--- config.mk ---
export PLATFORM = sky130hd
export DESIGN_NAME = execute_stage
export DESIGN_NICKNAME = d
export VERILOG_FILES = /design/src/rtl/execute_stage.sv
export SDC_FILE = /design/constraint.sdc
export NUM_CORES = 1
export LEC_CHECK = 0
export CAP_MARGIN = 20
export CORE_MARGIN = 8
export CORE_UTILIZATION = 32
export DETAILED_ROUTE_END_ITERATION = 7
export PLACE_DENSITY_LB_ADDON = 0.12
export SYNTH_ARGS = -nofsm -noshare
export SYNTH_HDL_FRONTEND = slang
export SYNTH_SLANG_ARGS = --single-unit
--- constraint.sdc ---
create_clock -name clk -period 3.9 [get_ports clk]
set_input_delay 0.78 -clock clk [delete_from_list [all_inputs] [get_ports clk]]
set_output_delay 0.78 -clock clk [all_outputs]
set_load 0.01 [all_outputs]
--- src/rtl/execute_stage.sv ---
// Execute stage: ALU, BEQ resolution, iterative shift-add multiplier and the X/M pipeline register.
// Define EXEC_OVERFLOW_TRAP_EN to add the registered signed-overflow trap on ADD/SUB.
module execute_stage #(
  parameter int DATA_WIDTH    = 32,
  parameter int MUL_STEP_BITS = 1
) (
  input  logic                  clk,
  input  logic                  rst,
  input  logic [31:0]           pc_value,
  input  logic [DATA_WIDTH-1:0] read_data_0,
  input  logic [DATA_WIDTH-1:0] read_data_1,
  input  logic [31:0]           immediate,
  input  logic [2:0]            alu_op,
  input  logic                  alu_src,
  input  logic                  branch,
  input  logic [3:0]            ctrl_in,
  input  logic                  reg_dst,
  input  logic [4:0]            rt_addr,
  input  logic [4:0]            rd_addr,
  output logic                  stall,
  output logic                  flush,
  output logic [31:0]           branch_target,
  output logic [DATA_WIDTH-1:0] alu_result,
  output logic [DATA_WIDTH-1:0] store_data,
  output logic [4:0]            write_addr,
  output logic [3:0]            ctrl_out
`ifdef EXEC_OVERFLOW_TRAP_EN
  ,
  output logic                  overflow
`endif
);

  localparam int MUL_CYCLES = DATA_WIDTH / MUL_STEP_BITS;
  localparam int CW         = $clog2(MUL_CYCLES + 1);
  localparam int MSB        = DATA_WIDTH - 1;

  localparam logic [2:0] OP_ADD = 3'd0;
  localparam logic [2:0] OP_NOP = 3'd1;
  localparam logic [2:0] OP_SUB = 3'd2;
  localparam logic [2:0] OP_AND = 3'd3;
  localparam logic [2:0] OP_OR  = 3'd4;
  localparam logic [2:0] OP_SLT = 3'd5;
  localparam logic [2:0] OP_XOR = 3'd6;
  localparam logic [2:0] OP_MUL = 3'd7;

  typedef enum logic [1:0] {IDLE, BUSY, DONE} state_t;

  state_t                state;
  logic [DATA_WIDTH-1:0] mcand, mplier, acc;
  logic [CW-1:0]         cnt;

  logic [DATA_WIDTH-1:0] op_b, sum, diff, res;
  logic [3:0]            ctrl_nxt;
  logic [4:0]            waddr_nxt;
  logic                  taken, accept, mul_start;
`ifdef EXEC_OVERFLOW_TRAP_EN
  logic                  ovf;
`endif

  assign op_b      = alu_src ? immediate[DATA_WIDTH-1:0] : read_data_1;
  assign taken     = (read_data_0 == read_data_1);
  assign waddr_nxt = reg_dst ? rd_addr : rt_addr;

  // The cycle after a taken branch, X holds a wrong-path instruction: squash it here.
  assign accept    = (state == IDLE) && !flush;
  assign mul_start = accept && (alu_op == OP_MUL) && !branch;
  assign stall     = rst && (mul_start || (state == BUSY));

  always_comb begin
    sum      = read_data_0 + op_b;
    diff     = read_data_0 - op_b;
    res      = '0;
    ctrl_nxt = ctrl_in;
    if (branch) begin
      res = diff;
      if (taken) ctrl_nxt = '0;
    end else begin
      case (alu_op)
        OP_ADD:  res = sum;
        OP_NOP:  ctrl_nxt = '0;
        OP_SUB:  res = diff;
        OP_AND:  res = read_data_0 & op_b;
        OP_OR:   res = read_data_0 | op_b;
        OP_SLT:  res = {{(DATA_WIDTH-1){1'b0}}, ($signed(read_data_0) < $signed(op_b))};
        OP_XOR:  res = read_data_0 ^ op_b;
        default: res = '0;
      endcase
    end
`ifdef EXEC_OVERFLOW_TRAP_EN
    ovf = !branch &&
          (((alu_op == OP_ADD) && (read_data_0[MSB] == op_b[MSB]) && (sum[MSB]  != read_data_0[MSB])) ||
           ((alu_op == OP_SUB) && (read_data_0[MSB] != op_b[MSB]) && (diff[MSB] != read_data_0[MSB])));
    // Trapped result still flows to M, but must not reach the register file.
    if (ovf) ctrl_nxt[1] = 1'b0;
`endif
  end

  always_ff @(posedge clk or negedge rst) begin
    if (!rst) begin
      state         <= IDLE;
      cnt           <= '0;
      mcand         <= '0;
      mplier        <= '0;
      acc           <= '0;
      flush         <= 1'b0;
      branch_target <= '0;
      alu_result    <= '0;
      store_data    <= '0;
      write_addr    <= '0;
      ctrl_out      <= '0;
`ifdef EXEC_OVERFLOW_TRAP_EN
      overflow      <= 1'b0;
`endif
    end else begin
      // Bubble unless a state below issues a real instruction; data fields hold.
      flush    <= 1'b0;
      ctrl_out <= '0;
`ifdef EXEC_OVERFLOW_TRAP_EN
      overflow <= 1'b0;
`endif
      case (state)
        IDLE: begin
          if (mul_start) begin
            state  <= BUSY;
            mcand  <= read_data_0;
            mplier <= op_b;
            acc    <= '0;
            cnt    <= '0;
          end else if (accept) begin
            flush         <= branch && taken;
            branch_target <= pc_value + (immediate << 2);
            alu_result    <= res;
            store_data    <= read_data_1;
            write_addr    <= waddr_nxt;
            ctrl_out      <= ctrl_nxt;
`ifdef EXEC_OVERFLOW_TRAP_EN
            overflow      <= ovf;
`endif
          end
        end
        BUSY: begin
          acc    <= acc + mcand * DATA_WIDTH'(mplier[MUL_STEP_BITS-1:0]);
          mcand  <= mcand << MUL_STEP_BITS;
          mplier <= mplier >> MUL_STEP_BITS;
          cnt    <= cnt + 1'b1;
          if (cnt == CW'(MUL_CYCLES - 1)) state <= DONE;
        end
        DONE: begin
          // Upstream held D/X through the stall, so ctrl_in/addresses still belong to the MUL.
          alu_result <= acc;
          store_data <= read_data_1;
          write_addr <= waddr_nxt;
          ctrl_out   <= ctrl_in;
          state      <= IDLE;
        end
        default: state <= IDLE;
      endcase
    end
  end

endmodule

==> tab_implementation.tex <==
\begin{tabular}{lr}
\hline
Metric & Value \\
\hline
\multicolumn{2}{l}{\textbf{Pwr}} \\
\quad IR Drop Worst-Case VDD & 0.0002917 V \\
\quad Sequential Power Share & 25.9\% \\
\quad Fraction of power spent switching nets & 40.48\% \\
\quad Total Power Consumption & 14.19 mW \\
\quad Clock group share of total power & 19.6\% \\
\quad Net switching power & 5.742 mW \\
\quad Comb pwr share & 54.5\% \\
\quad Total internal power & 8.444 mW \\
\quad Leak pwr & 11.00 nW \\
\quad Cell Pwr Density & 584.5 nW/um\^{}2 \\
\multicolumn{2}{l}{\textbf{STA}} \\
\quad Clock tree skew after final layout & 0.02114 ns \\
\quad Slew at the pin with the worst max-slew slack & 0.9159 ns \\
\quad Part of the cycle the worst path needs & 97.70\% \\
\quad Top achievable clock speed & 0.2624 GHz \\
\quad Hold violation total from the final report & 0 \\
\quad Pins over their slew limit & 0 \\
\quad Sum Neg Setup Slack & 0 ns \\
\quad Min cycle time layout & 3.810 ns \\
\quad Worst slew margin & 38.94\% \\
\quad Setup violation total in the final timing report & 0 \\
\multicolumn{2}{l}{\textbf{Synthesis}} \\
\quad Yosys warning total & 0 \\
\quad Net count after synthesis & 2452 \\
\quad \#FFs+latches synth & 210 \\
\quad Sequential element share of the synthesized area & 30.48\% \\
\quad Synth cell count leaders & sky130\_fd\_sc\_hd\_\_nand2\_1, sky130\_fd\_sc\_hd\_\_dfrtp\_1, sky130\_fd\_sc\_hd\_\_o21ai\_0, sky130\_fd\_sc\_hd\_\_nor2\_1, sky130\_fd\_sc\_hd\_\_ha\_1 \\
\quad Post-synth EDFFs & 0 \\
\quad Area share of the largest cell type after synthesis & 30.48\% \\
\quad Adder-cell area share of the yosys netlist & 12.00\% \\
\quad Most used standard cell by instance count after synthesis & sky130\_fd\_sc\_hd\_\_nand2\_1 \\
\quad Count of cell types in the netlist & 75 \\
\quad Mux cell area share after synthesis & 2.496\% \\
\quad Dominant cells by area after synthesis & sky130\_fd\_sc\_hd\_\_dfrtp\_1, sky130\_fd\_sc\_hd\_\_ha\_1, sky130\_fd\_sc\_hd\_\_nand2\_1, sky130\_fd\_sc\_hd\_\_o21ai\_0, sky130\_fd\_sc\_hd\_\_xnor2\_1 \\
\quad Asr flop ratio synth & 100.0\% \\
\quad Post-Syn Instances & 2139 \\
\quad Most common flop cell mapped by yosys & sky130\_fd\_sc\_hd\_\_dfrtp\_1 \\
\quad Main combinational cell family by area after synthesis & compound AO/OA/AOI/OAI gates \\
\quad Post-synthesis average cell area & 8.061 sq um \\
\quad Mapped cell area & 17240 sq um \\
\quad Share of the synthesized netlist area taken by xor and xnor gates & 6.096\% \\
\quad Synth Area in Compound Gates & 25.47\% \\
\quad Simple-gate portion of the synthesized area & 18.16\% \\
\quad Cell accounting for the most synthesized area & sky130\_fd\_sc\_hd\_\_dfrtp\_1 \\
\multicolumn{2}{l}{\textbf{Floorplan}} \\
\quad Floorplan die area & 61560 sq um \\
\quad Core Footprint & 53600 sq um \\
\quad \# rows & 85 \\
\quad Height of the die & 248.1 um \\
\quad Total I/O pin count & 257 \\
\quad DIE WIDTH & 248.1 um \\
\quad Initial Utilization & 32.17\% \\
\multicolumn{2}{l}{\textbf{Placement}} \\
\quad Port buffer count & 256 \\
\quad Last weighted congestion value of the routability-driven placer & 0.9609 \\
\quad Hpwl dp & 58460 um \\
\multicolumn{2}{l}{\textbf{Global route}} \\
\quad Wire length of the first global-routing pass & 111400 um \\
\quad Antenna violations before repair & 0 \\
\quad Met3 GRT Util & 2.423\% \\
\quad Global Route met1 Usage & 34.54\% \\
\quad Top Usage Layer GRT & met2 \\
\quad Global-route track usage on met2 & 36.87\% \\
\quad Total congestion overflow after global routing & 0 \\
\quad Pin count of the biggest net entering global routing & 97 \\
\quad Total track usage & 23.44\% \\
\quad Vias in the first global route & 17990 \\
\multicolumn{2}{l}{\textbf{Final layout}} \\
\quad ANT cells & 0 \\
\quad Fraction of final layout cells sized beyond drive strength 1 & 18.84\% \\
\quad Synthesis-to-layout area growth & 40.75\% \\
\quad Final Net Count & 2991 \\
\quad Core Util, Final & 45.28\% \\
\multicolumn{2}{l}{\textbf{Clock tree}} \\
\quad Clock-pin slew reported for the worst setup and hold paths after clock tree synthesis & 0.06 ns \\
\quad Total clock buffers created by CTS & 29 \\
\quad Number of sinks driven by the clock tree & 210 \\
\quad H-tree depth & 1 \\
\quad Quantity of hold-fixing buffers added after cts & 0 \\
\quad Number of buffers on the longest clock path & 3 \\
\quad Library cell used as clock root buffer & sky130\_fd\_sc\_hd\_\_clkbuf\_16 \\
\quad Later-pin clock latency in the skew report & 0.57 ns \\
\quad CTS tree & done \\
\multicolumn{2}{l}{\textbf{Drt}} \\
\quad Number of remaining DRC errors & 0 \\
\quad Antenna Violating Nets Remaining & 0 \\
\quad Total Wirelength & 74210 um \\
\quad Pre-antenna DRT Iters & 5 \\
\quad DR iter-0 viols & 1543 \\
\quad Drt via density & 5.321 \\
\quad Mean routed wirelength per cell & 21.87 um \\
\quad Total via count after detailed routing & 18060 \\
\multicolumn{2}{l}{\textbf{Setup path}} \\
\quad Data arrival time at the worst-slack endpoint & 4.26 ns \\
\quad Launch point of the worst reg-to-reg path & mplier[0] \\
\quad CP max stage cell & sky130\_fd\_sc\_hd\_\_clkdlybuf4s50\_1 \\
\quad Kind of critical path & in -> reg \\
\quad Kind of start point of the critical path & primary input \\
\quad Endpoint type of the worst setup path & flop \\
\quad Largest stage delay on the critical path & 0.60 ns \\
\quad Worst reg-to-reg path cell count & 14 \\
\quad Data required time at the worst endpoint & 4.35 ns \\
\quad Worst flop-to-flop path endpoint & acc[31] \\
\quad Ordered list of cells on the worst path & clkdlybuf4s50\_1 -> inv\_1 -> ha\_1 -> nor2b\_1 -> or4\_1 -> nor2\_4 -> o41ai\_4 -> buf\_4 -> buf\_4 -> a21o\_2 -> a21oi\_2 -> buf\_4 -> o221ai\_1 -> a222oi\_1 -> o21ai\_1 -> a22o\_1 \\
\quad Slack of the worst reg-to-reg path & 0.45 ns \\
\quad CP most frequent cell & sky130\_fd\_sc\_hd\_\_buf\_4 \\
\quad Highest net fanout along the worst path & 3 \\
\multicolumn{2}{l}{\textbf{Job}} \\
\quad Number of max-capacitance violations reported & 0 \\
\multicolumn{2}{l}{\textbf{Hold path}} \\
\quad Hold crit path type & in -> async \\
\multicolumn{2}{l}{\textbf{Run status}} \\
\quad Run status & finished, final reports clean \\
\hline
\end{tabular}
[sequential cells by signal (all words and copies together) (netlist names), 2 cells and up]
signal / flops
acc: 32
alu_result: 32
branch_target: 32
mcand: 32
mplier: 32
store_data: 32
cnt: 6
write_addr: 5
ctrl_out: 4
state: 2
[cell type report]
class | instances | area, sq um
Sequential cell | 210 | 5255
Tap cell | 696 | 870.8
Fill cell | 5330 | 29330
Inverter | 115 | 432.9
Multi-Input combinational cell | 1693 | 11290
Clock inverter | 6 | 111.4
Clock buffer | 44 | 872.1
Timing Repair Buffer | 629 | 5431
[per-layer routing]
layer	up-vias	share of wire, %
li1	8704	-
met1	8723	49
met2	552	44
met3	76	5.8
met4	0	1.8
met5	-	0
[kinds of logic (layout without fill, tap and decap cells)]
logic type      count (synthesis)  in the layout
mux                            43             43
xor+xnor                      120            120
simple gates                  703            703
fa+ha+maj                     163            163
compound gates                664            664
flops                         210            210
buf+inv                       236            794
[metrics by stage]
step / hold WS [ns] / setup WS, ns / instances / area [sq um]
after floorplan: 0.4415 / -0.008148 / 2139 / 17340
after global placement: 0.4581 / -0.8478 / 3339 / 23120
after detailed placement: 0.4627 / -0.8886 / 3339 / 23120
after CTS: 0.3453 / 0.002570 / 3389 / 24130
after global routing: 0.3192 / -0.001335 / 3393 / 24270
final: 0.2596 / 0.08957 / 3393 / 24270
[worst max-delay path: cells and delay by family]
| kind | cells | cell delay, ns |
|---|---|---|
| and+or+nand+nor | 3 | 0.69 |
| AOI/OAI and AO/OA | 7 | 1.38 |
| buffers and inverters | 5 | 1.11 |
| adders and majority gates | 1 | 0.30 |
[placed cells by master, fill, tap and decap left out, types with 29 or more instances in the layout]
| cell | instances |
|---|---|
| sky130_fd_sc_hd__a21o_1 | 42 |
| sky130_fd_sc_hd__a21oi_1 | 124 |
| sky130_fd_sc_hd__and2_1 | 41 |
| sky130_fd_sc_hd__buf_4 | 367 |
| sky130_fd_sc_hd__clkbuf_16 | 29 |
| sky130_fd_sc_hd__clkdlybuf4s50_1 | 249 |
| sky130_fd_sc_hd__dfrtp_1 | 210 |
| sky130_fd_sc_hd__ha_1 | 157 |
| sky130_fd_sc_hd__inv_1 | 113 |
| sky130_fd_sc_hd__mux2i_1 | 33 |
| sky130_fd_sc_hd__nand2_1 | 311 |
| sky130_fd_sc_hd__nand3_1 | 41 |
| sky130_fd_sc_hd__nor2_1 | 160 |
| sky130_fd_sc_hd__nor3_1 | 38 |
| sky130_fd_sc_hd__o21ai_0 | 200 |
| sky130_fd_sc_hd__o221a_2 | 33 |
| sky130_fd_sc_hd__o22ai_1 | 46 |
| sky130_fd_sc_hd__xnor2_1 | 84 |
| sky130_fd_sc_hd__xor2_1 | 36 |
[power groups by stage]
stage / Clock [mW] / Sequential [mW] / Combinational [mW]
6_report: 2.77 / 3.68 / 7.73
5_1_grt: 2.93 / 3.79 / 8.53
4_1_cts: 2.85 / 3.68 / 7.70
3_5_place_dp: 0 / 3.70 / 7.65
3_3_place_gp: 0 / 3.69 / 7.57
2_1_floorplan: 0 / 3.63 / 4.56
[repair_timing]
item,in CTS,in global routing
pin swaps,4,11
endpoints found under the setup margin,13,21
gates resized for setup,7,28
setup buffers,0,4
[worst max path at each step]
stage               cells after the start  slack (ns)            from             end
global placement                       17       -0.85  read_data_1[0]  alu_result[18]
finish                                 16        0.09  read_data_0[6]  alu_result[11]
CTS                                    17       0.003    immediate[0]  alu_result[18]
detailed placement                     17       -0.89  read_data_1[0]  alu_result[18]
floorplan                              15      -0.008         alu_src  alu_result[29]
global route                           18      -0.001         alu_src  alu_result[18]
Power figures use the tool's default switching activity.
